==> config.mk <==
export PLATFORM = sky130hd
export DESIGN_NAME = cpu_run_ctrl
export DESIGN_NICKNAME = d
export VERILOG_FILES = /design/src/rtl/cpu_run_ctrl.sv
export SDC_FILE = /design/constraint.sdc
export NUM_CORES = 1
export LEC_CHECK = 0
export CORE_ASPECT_RATIO = 1.1
export CORE_MARGIN = 2
export CORE_UTILIZATION = 50
export CTS_CLUSTER_SIZE = 8
export DETAILED_ROUTE_END_ITERATION = 6
export HOLD_SLACK_MARGIN = 0.05
export PLACE_DENSITY = 0.73
export SYNTH_ARGS = -nofsm -noshare
export SYNTH_HDL_FRONTEND = slang
export SYNTH_SLANG_ARGS = --single-unit
==> constraint.sdc <==
create_clock -name clk -period 3.69 [get_ports clk]
set_input_delay 0.5535 -clock clk [delete_from_list [all_inputs] [get_ports clk]]
set_output_delay 0.5535 -clock clk [all_outputs]
set_load 0.05 [all_outputs]
==> src/rtl/cpu_run_ctrl.sv <==
// Run-control scheduler for the multicycle CPU clock.
// Turns the board clock into one-clk CPU enable pulses at a switch-selected
// rate and sequences them as halt / free run / single step / N-cycle burst,
// dropping to halt on a CPU breakpoint.

// Button debouncer: accepts a new level after it has differed from the
// accepted level for 2^DB_BITS consecutive clocks; emits a one-clk pulse
// when the accepted level rises.
module cpu_run_ctrl_db #(
  parameter int DB_BITS = 20
) (
  input  logic clk,
  input  logic rst,
  input  logic din,
  output logic press
);
  logic [DB_BITS-1:0] cnt;
  logic               acc;
  logic               cnt_full;

  assign cnt_full = &cnt;

  // Count while the synchronised level disagrees with the accepted one.
  always_ff @(posedge clk or posedge rst) begin
    if (rst) begin
      cnt   <= '0;
      acc   <= 1'b0;
      press <= 1'b0;
    end else begin
      press <= 1'b0;
      if (din == acc) begin
        cnt <= '0;
      end else if (cnt_full) begin
        acc   <= din;
        cnt   <= '0;
        press <= din;
      end else begin
        cnt <= cnt + 1'b1;
      end
    end
  end
endmodule

module cpu_run_ctrl #(
  parameter int DIV_FAST = 4,
  parameter int DIV_SLOW = 26,
  parameter int DB_BITS  = 20
) (
  input  logic        clk,
  input  logic        rst,
  input  logic        run_sw,
  input  logic        slow_sw,
  input  logic        step_btn,
  input  logic        burst_btn,
  input  logic [7:0]  burst_len,
  input  logic        bkpt_hit,
  output logic        cpu_ce,
  output logic [1:0]  state,
  output logic        bkpt_halted,
  output logic [31:0] ce_count
);
  localparam logic [1:0] S_HALT  = 2'b00;
  localparam logic [1:0] S_RUN   = 2'b01;
  localparam logic [1:0] S_STEP  = 2'b10;
  localparam logic [1:0] S_BURST = 2'b11;

  // Low-bit masks for the tick compare; built 64 wide so DIV_SLOW=32 works.
  localparam logic [63:0] MASK_F64 = (64'd1 << DIV_FAST) - 64'd1;
  localparam logic [63:0] MASK_S64 = (64'd1 << DIV_SLOW) - 64'd1;
  localparam logic [31:0] MASK_F   = MASK_F64[31:0];
  localparam logic [31:0] MASK_S   = MASK_S64[31:0];

  // {burst_btn, step_btn, slow_sw, run_sw}
  logic [3:0]  sync1, sync2;
  logic        run_s, slow_s;
  logic [1:0]  press;       // {burst, step}
  logic [31:0] presc;
  logic [31:0] mask;
  logic        tick;
  logic [7:0]  rem, rem_n;
  logic [1:0]  state_n;
  logic        grant;
  logic        hit_halt;

  // Two-flop synchronisers for all raw switch and button inputs.
  always_ff @(posedge clk or posedge rst) begin
    if (rst) begin
      sync1 <= '0;
      sync2 <= '0;
    end else begin
      sync1 <= {burst_btn, step_btn, slow_sw, run_sw};
      sync2 <= sync1;
    end
  end

  assign run_s  = sync2[0];
  assign slow_s = sync2[1];

  cpu_run_ctrl_db #(.DB_BITS(DB_BITS)) u_db [1:0] (
    .clk   (clk),
    .rst   (rst),
    .din   (sync2[3:2]),
    .press (press)
  );

  // Free-running prescaler; never cleared so a rate change lands on the
  // next natural boundary of the new divider.
  always_ff @(posedge clk or posedge rst) begin
    if (rst) presc <= '0;
    else     presc <= presc + 32'd1;
  end

  assign mask = slow_s ? MASK_S : MASK_F;
  assign tick = (presc & mask) == mask;

  // Next-state and grant decode; a breakpoint beats a same-cycle tick.
  always_comb begin
    state_n  = state;
    rem_n    = rem;
    grant    = 1'b0;
    hit_halt = 1'b0;
    case (state)
      S_HALT: begin
        if (run_s && !bkpt_halted) begin
          state_n = S_RUN;
        end else if (press[0]) begin
          state_n = S_STEP;
        end else if (press[1] && burst_len != 8'd0) begin
          state_n = S_BURST;
          rem_n   = burst_len;
        end
      end
      S_RUN: begin
        if (bkpt_hit) begin
          state_n  = S_HALT;
          hit_halt = 1'b1;
        end else if (!run_s) begin
          state_n = S_HALT;
        end else begin
          grant = tick;
        end
      end
      S_STEP: begin
        if (bkpt_hit) begin
          state_n  = S_HALT;
          hit_halt = 1'b1;
        end else if (tick) begin
          grant   = 1'b1;
          state_n = S_HALT;
        end
      end
      default: begin
        if (bkpt_hit) begin
          state_n  = S_HALT;
          hit_halt = 1'b1;
        end else if (tick) begin
          grant = 1'b1;
          rem_n = rem - 8'd1;
          if (rem == 8'd1) state_n = S_HALT;
        end
      end
    endcase
  end

  // State, burst remainder, registered enable and sticky breakpoint flag.
  always_ff @(posedge clk or posedge rst) begin
    if (rst) begin
      state       <= S_HALT;
      rem         <= '0;
      cpu_ce      <= 1'b0;
      bkpt_halted <= 1'b0;
    end else begin
      state  <= state_n;
      rem    <= rem_n;
      cpu_ce <= grant;
      if (hit_halt)    bkpt_halted <= 1'b1;
      else if (!run_s) bkpt_halted <= 1'b0;
    end
  end

  // Pulse counter for the display; wraps naturally.
  always_ff @(posedge clk or posedge rst) begin
    if (rst)         ce_count <= '0;
    else if (cpu_ce) ce_count <= ce_count + 32'd1;
  end
endmodule

# After elaboration in Yosys (flattened, before gate mapping)
# Cells that the tools add are included.
# classes
addsub	5
n_eq_ne	14
n_mux	35
bitwise_logic	4
reduce_logical	15
# ops
cell	n
$mux W20	4
$add A32 B1 Y32 const B	2
$reduce_and A21 Y1	2
$add A20 B1 Y20 const B	2
$mux W8	5
$reduce_and A20 Y1	2
$and A32 B26 Y32	1
$eq A32 B26 Y1	1
$mux W26	1
$mux W2	10
$pmux W8 S2	1
$mux W1	12
$eq A8 B1 Y1 const B	1
$reduce_bool A8 Y1	1
$sub A8 B1 Y8 const B	1
$ne A2 B2 Y1 const B	3
$ne A3 B3 Y1 const B	2
$pmux W2 S3	1
$reduce_and A6 Y1	1
$reduce_and A5 Y1	1
$reduce_bool A5 Y1	1
$ne A2 B1 Y1 const B	2
$ne A4 B3 Y1 const B	1
$reduce_bool A4 Y1	1
10 further kinds	14
# totals
ff_bits	128
inputBits	15

# Logic depth before layout (Yosys ltp)
# depth
word_depth	6
ltp_mapped	8
depth_no_buf	7

# Modules after synthesis
# A second synthesis with hierarchy kept.
# hier_totals
hier_cells	557
hier_area_um2	5808.1
# by_module_without_submodules
mod	instances	cells_per_inst	area_per_inst_um2	seq_area_each_um2
cpu_run_ctrl	1	335	3666.0	1951.9
cpu_run_ctrl_db	2	111	1071.0	550.5

# Worst setup path after synthesis
# OpenSTA, ideal clock, no wires.
# synth_timing
path_type	register -> register
startpoint	register state[0]
endpoint	register rem[4]
setup_ns	0.087
arrival_ns	2.142
path_slack_ns	1.461
stages_incl_launch_ff	7
path_buffers	0
synth_period_minus_slack_ns	2.229
path_cell_list	dfrtp_1 > inv_1 > ha_1 > or4_1 > o32a_2 > a21o_1 > o211ai_1
# synth_via
elab_chain_cells	4
elab_cells_between_ends	12
# synth_rtl
element	line	text
start: declaration	58	output logic [1:0] state,
start signal: assignment	173	state <= state_n;
$eq A2 B2 Y1 or $eq A2 B1 Y1 (tied branches)	122	case (state)
$reduce_or A2 Y1 (no line)	n/a	
$not A1 Y1 (no line)	n/a	
$reduce_and A6 Y1 (no line)	n/a	
end signal: assignment	174	rem <= rem_n;
end: declaration	80	logic [7:0] rem, rem_n;
# Parallel ways exist; a longest one is shown, timed or not.
# A chain may end at the register's enable or synchronous reset.

# Final worst setup path
# layout_timing
startpoint	register state[1]
endpoint	register rem[0]
# The elaborated chain is that of the path after synthesis.

==> flow_summary.html <==
<table>
<tr><th>Metric</th><th>Value</th></tr>
<tr><th colspan="2">Run status</th></tr>
<tr><td>Run status</td><td>finished clean</td></tr>
<tr><th colspan="2">Route</th></tr>
<tr><td>Detailed Route Iter0 Violations</td><td>235</td></tr>
<tr><td>Amount of wire on met2 after detailed routing</td><td>5560 um</td></tr>
<tr><td>Number of design rule violations left after detail routing</td><td>0</td></tr>
<tr><td>Pre-antenna DRT Iters</td><td>4</td></tr>
<tr><td>Sum of met3 wire segment lengths after detailed routing</td><td>341 um</td></tr>
<tr><td>ANT nets after route</td><td>0</td></tr>
<tr><td>Top layer used by detailed routing</td><td>met4</td></tr>
<tr><td>Via total after detailed routing</td><td>4077</td></tr>
<tr><td>Average via count per standard cell</td><td>5.41</td></tr>
<tr><td>Drt total wl</td><td>11100 um</td></tr>
<tr><td>Routed wire per std cell</td><td>14.8 um</td></tr>
<tr><td>Sum of routed wire segments on met1</td><td>4980 um</td></tr>
<tr><th colspan="2">Global route</th></tr>
<tr><td>Antenna violations before repair</td><td>0</td></tr>
<tr><td>Overflow after GRT</td><td>0</td></tr>
<tr><td>Wire length of the first global-routing pass</td><td>19300 um</td></tr>
<tr><td>Via count of the first global-routing pass</td><td>4155</td></tr>
<tr><td>Total global-route track usage</td><td>0.202</td></tr>
<tr><td>Pin count of the biggest net entering global routing</td><td>51</td></tr>
<tr><th colspan="2">Synth</th></tr>
<tr><td>Synthesized Nets</td><td>552</td></tr>
<tr><td>Avg Synthesized Cell Area</td><td>10.8 um2</td></tr>
<tr><td>Total of flip-flops plus latches after synthesis</td><td>122</td></tr>
<tr><td>Number of unique standard cell types used by synthesis</td><td>51</td></tr>
<tr><td>Number of warnings reported in the yosys synthesis log</td><td>0</td></tr>
<tr><td>Post-synth EDFFs</td><td>0</td></tr>
<tr><td>Library cell with the largest summed area after synthesis</td><td>sky130_fd_sc_hd__dfrtp_1</td></tr>
<tr><td>Biggest area contributors in the synthesized netlist</td><td>sky130_fd_sc_hd__dfrtp_1, sky130_fd_sc_hd__xnor2_1, sky130_fd_sc_hd__xor2_1</td></tr>
<tr><td>Fraction of the yosys area taken by sequential cells</td><td>0.538</td></tr>
<tr><td>Fraction of synthesis flops using an asynchronous set or reset pin</td><td>1.00</td></tr>
<tr><td>Most used flip-flop cell after synthesis</td><td>sky130_fd_sc_hd__dfrtp_1</td></tr>
<tr><td>Cell area after synthesis</td><td>0.00568 mm2</td></tr>
<tr><td>Cell count after synthesis</td><td>528</td></tr>
<tr><td>Area share of the leading cell type in the synthesized netlist</td><td>0.538</td></tr>
<tr><th colspan="2">Floorplan</th></tr>
<tr><td>Standard-cell rows</td><td>40</td></tr>
<tr><td>Floorplan core area</td><td>0.0110 mm2</td></tr>
<tr><td>I/O pin cnt</td><td>51</td></tr>
<tr><td>Horiz. Die Dim</td><td>106 um</td></tr>
<tr><td>Die Y-Extent</td><td>116 um</td></tr>
<tr><td>Initial core utilization</td><td>0.516</td></tr>
<tr><td>Floorplan die area</td><td>0.0122 mm2</td></tr>
<tr><th colspan="2">Clock network</th></tr>
<tr><td>Total clock buffers created by CTS</td><td>17</td></tr>
<tr><td>Clk slew on worst S/H paths</td><td>60 ps</td></tr>
<tr><td># hold bufs at CTS</td><td>0</td></tr>
<tr><td>Library cell used as clock root buffer</td><td>sky130_fd_sc_hd__clkbuf_16</td></tr>
<tr><td>Worst-case clock buffer depth</td><td>2</td></tr>
<tr><td>Clock tree from TritonCTS</td><td>yes</td></tr>
<tr><td>Gates resized, CTS repair</td><td>0</td></tr>
<tr><td>Total number of H-tree levels</td><td>4</td></tr>
<tr><td>Worst skew pair latency</td><td>420 ps</td></tr>
<tr><td>Postcts setup bufs</td><td>0</td></tr>
<tr><td>Clock net sink count</td><td>122</td></tr>
<tr><th colspan="2">Placement</th></tr>
<tr><td>Port buffer count</td><td>50</td></tr>
<tr><td>Placer Congestion</td><td>0.874</td></tr>
<tr><td>Placed cell areas</td><td>0.00636 mm2</td></tr>
<tr><td>Cell count after placement</td><td>721</td></tr>
<tr><td>HPWL after DPL</td><td>7780 um</td></tr>
<tr><th colspan="2">STA</th></tr>
<tr><td>Final Skew</td><td>5.88 ps</td></tr>
<tr><td>RSZ-0062 raised after global routing</td><td>false</td></tr>
<tr><td>Worst hold-check slack</td><td>344 ps</td></tr>
<tr><td>Fraction of the cycle the final worst path needs</td><td>0.788</td></tr>
<tr><td>Max Transition Viols Final</td><td>0</td></tr>
<tr><td>Actual slew at the worst max-slew pin</td><td>799 ps</td></tr>
<tr><td>Aggregate negative setup slack</td><td>0 ps</td></tr>
<tr><td>Worst rel slew slack</td><td>0.466</td></tr>
<tr><td>Final worst path period need</td><td>2910 ps</td></tr>
<tr><td>Achievable clock frequency</td><td>344 MHz</td></tr>
<tr><td>Number of failing hold endpoints at the final stage</td><td>0</td></tr>
<tr><td>Final count of negative-setup-slack endpoints</td><td>0</td></tr>
<tr><th colspan="2">Hold path</th></tr>
<tr><td>Depth of the worst hold-timing path</td><td>0</td></tr>
<tr><td>Hold EP</td><td>sync2[2]</td></tr>
<tr><td>Type of the tightest min-delay check</td><td>reg -&gt; reg</td></tr>
<tr><td>Startpoint of the lowest-slack hold path</td><td>sync1[2]</td></tr>
<tr><th colspan="2">Critical path</th></tr>
<tr><td>Cell repeated most along the worst path</td><td>sky130_fd_sc_hd__inv_1</td></tr>
<tr><td>Worst setup SP type</td><td>flip-flop</td></tr>
<tr><td>Maximum net fanout on the critical path</td><td>24</td></tr>
<tr><td>Startpoint of the worst-slack reg-to-reg timing path</td><td>state[1]</td></tr>
<tr><td>R2R Path End</td><td>rem[0]</td></tr>
<tr><td>Worst endpoint data arrival time</td><td>3210 ps</td></tr>
<tr><td>Worst path bufs/invs</td><td>2</td></tr>
<tr><td>Worst Setup End Kind</td><td>flip-flop</td></tr>
<tr><td>Worst r2r path cells</td><td>7</td></tr>
<tr><td>Worst path max stage delay</td><td>650 ps</td></tr>
<tr><td>CP cell instances</td><td>inv_1 &gt; ha_1 &gt; inv_1 &gt; nor3b_2 &gt; nand3_1 &gt; o21a_1 &gt; o41a_1</td></tr>
<tr><td>Worst Path Required</td><td>3990 ps</td></tr>
<tr><td>Reg-to-reg setup timing slack</td><td>780 ps</td></tr>
<tr><td>Top cell family by delay on the critical path</td><td>simple AND/OR/NAND/NOR gates</td></tr>
<tr><td>Critical path type</td><td>reg -&gt; reg</td></tr>
<tr><td>Critical path's slowest cell</td><td>sky130_fd_sc_hd__ha_1</td></tr>
<tr><th colspan="2">Finish</th></tr>
<tr><td>End-of-flow core utilization</td><td>0.631</td></tr>
<tr><td>Relative area change from synthesis to final layout</td><td>22.5%</td></tr>
<tr><td>Most common library cell in the layout ignoring fill and taps</td><td>sky130_fd_sc_hd__dfrtp_1</td></tr>
<tr><td>Share of final-layout standard cells stronger than drive strength 1</td><td>0.0941</td></tr>
<tr><td>Area occupied by multi-input gates</td><td>0.00252 mm2</td></tr>
<tr><td>Total of fill cells in the finished design</td><td>863</td></tr>
<tr><td>Post-route cell area</td><td>0.00695 mm2</td></tr>
<tr><td>Most frequent cells in the layout</td><td>sky130_fd_sc_hd__dfrtp_1, sky130_fd_sc_hd__nor2_1, sky130_fd_sc_hd__xnor2_1, sky130_fd_sc_hd__clkdlybuf4s50_1, sky130_fd_sc_hd__nand3_1</td></tr>
<tr><td>Reg area</td><td>0.00305 mm2</td></tr>
<tr><td>N_diodes</td><td>0</td></tr>
<tr><td>Non-Filler Instances</td><td>753</td></tr>
<tr><td>Number of nets in the finished design</td><td>617</td></tr>
<tr><th colspan="2">Pwr</th></tr>
<tr><td>Power per standard cell area</td><td>533 mW/mm2</td></tr>
<tr><td>Cell leakage power</td><td>2.97 nW</td></tr>
<tr><td>Worst IR drop on VDD</td><td>0.367 mV</td></tr>
<tr><th colspan="2">Job</th></tr>
<tr><td>Number of max-cap violations</td><td>0</td></tr>
</table>
-- how the worst max path moves through the flow --
stage                  start     end  depth (start not counted)
finish              state[1]  rem[0]                          7
global route        state[1]  rem[0]                          7
CTS                 state[1]  rem[0]                          7
detailed placement  state[1]  rem[0]                          7
global placement    state[0]  rem[0]                          7
floorplan           state[0]  rem[4]                          6
-- kinds of logic (layout without fill, tap and decap cells) --
group | after synthesis | count (layout) | share of synthesized area
simple gates | 233 | 233 | 0.220
xor+xnor | 93 | 93 | 0.143
mux | 6 | 6 | 0.0115
compound gates | 39 | 39 | 0.0489
buf+inv | 26 | 104 | 0.0187
flops | 122 | 122 | 0.538
fa+ha+maj | 9 | 9 | 0.0198
-- metal layers --
metal / up-vias / track usage
li1: 1970 / -
met2: 67 / 0.335
met3: 22 / 0.0484
met4: 0 / 0.108
met1: 2018 / 0.247
met5: - / 0
-- synthesized netlist by cell type, drive strengths merged, types with 2 or more instances --
master / count
or4: 2
nor3b: 4
inv: 19
dfrtp: 122
buf: 3
mux2: 4
a211oi: 2
nand4: 28
a22oi: 3
or3: 4
nand3: 40
xnor2: 61
ha: 9
nor3: 12
clkbuf: 4
nor2: 67
o21ai: 4
nand2: 38
and3: 14
a21oi: 11
and2: 2
nand2b: 3
mux2i: 2
nor4: 7
and4: 10
xor2: 32
o22ai: 5
o211ai: 2
-- stage by stage --
| step | setup WS (ps) | power [mW] |
|---|---|---|
| global placement | 949 | 2.10 |
| finish | 780 | 3.71 |
| CTS | 824 | 3.74 |
| global route | 473 | 3.89 |
| floorplan | 1460 | 1.92 |
| detailed placement | 837 | 2.11 |
-- flip-flops by register name, indices dropped and copies added (netlist names) --
signal	cells
u_db.cnt	40
ce_count	32
presc	26
rem	8
sync1	4
sync2	4
state	2
u_db.acc	2
u_db.press	2
bkpt_halted	1
cpu_ce	1
-- power by group --
group	internal, mW	switching [mW]
registers	1.40	0.0674
logic	0.227	0.394
clock network	1.01	0.609
-- layout make-up --
class                      count  share of cell area
sequential                   122               0.439
multi-input combinational    380               0.362
clock buffer                  18              0.0632
timing repair buffer          53              0.0770
tap                          147              0.0265
clock inverter                14              0.0214
inverter                      19              0.0108
No activity file was read; power rests on OpenSTA's default activity.
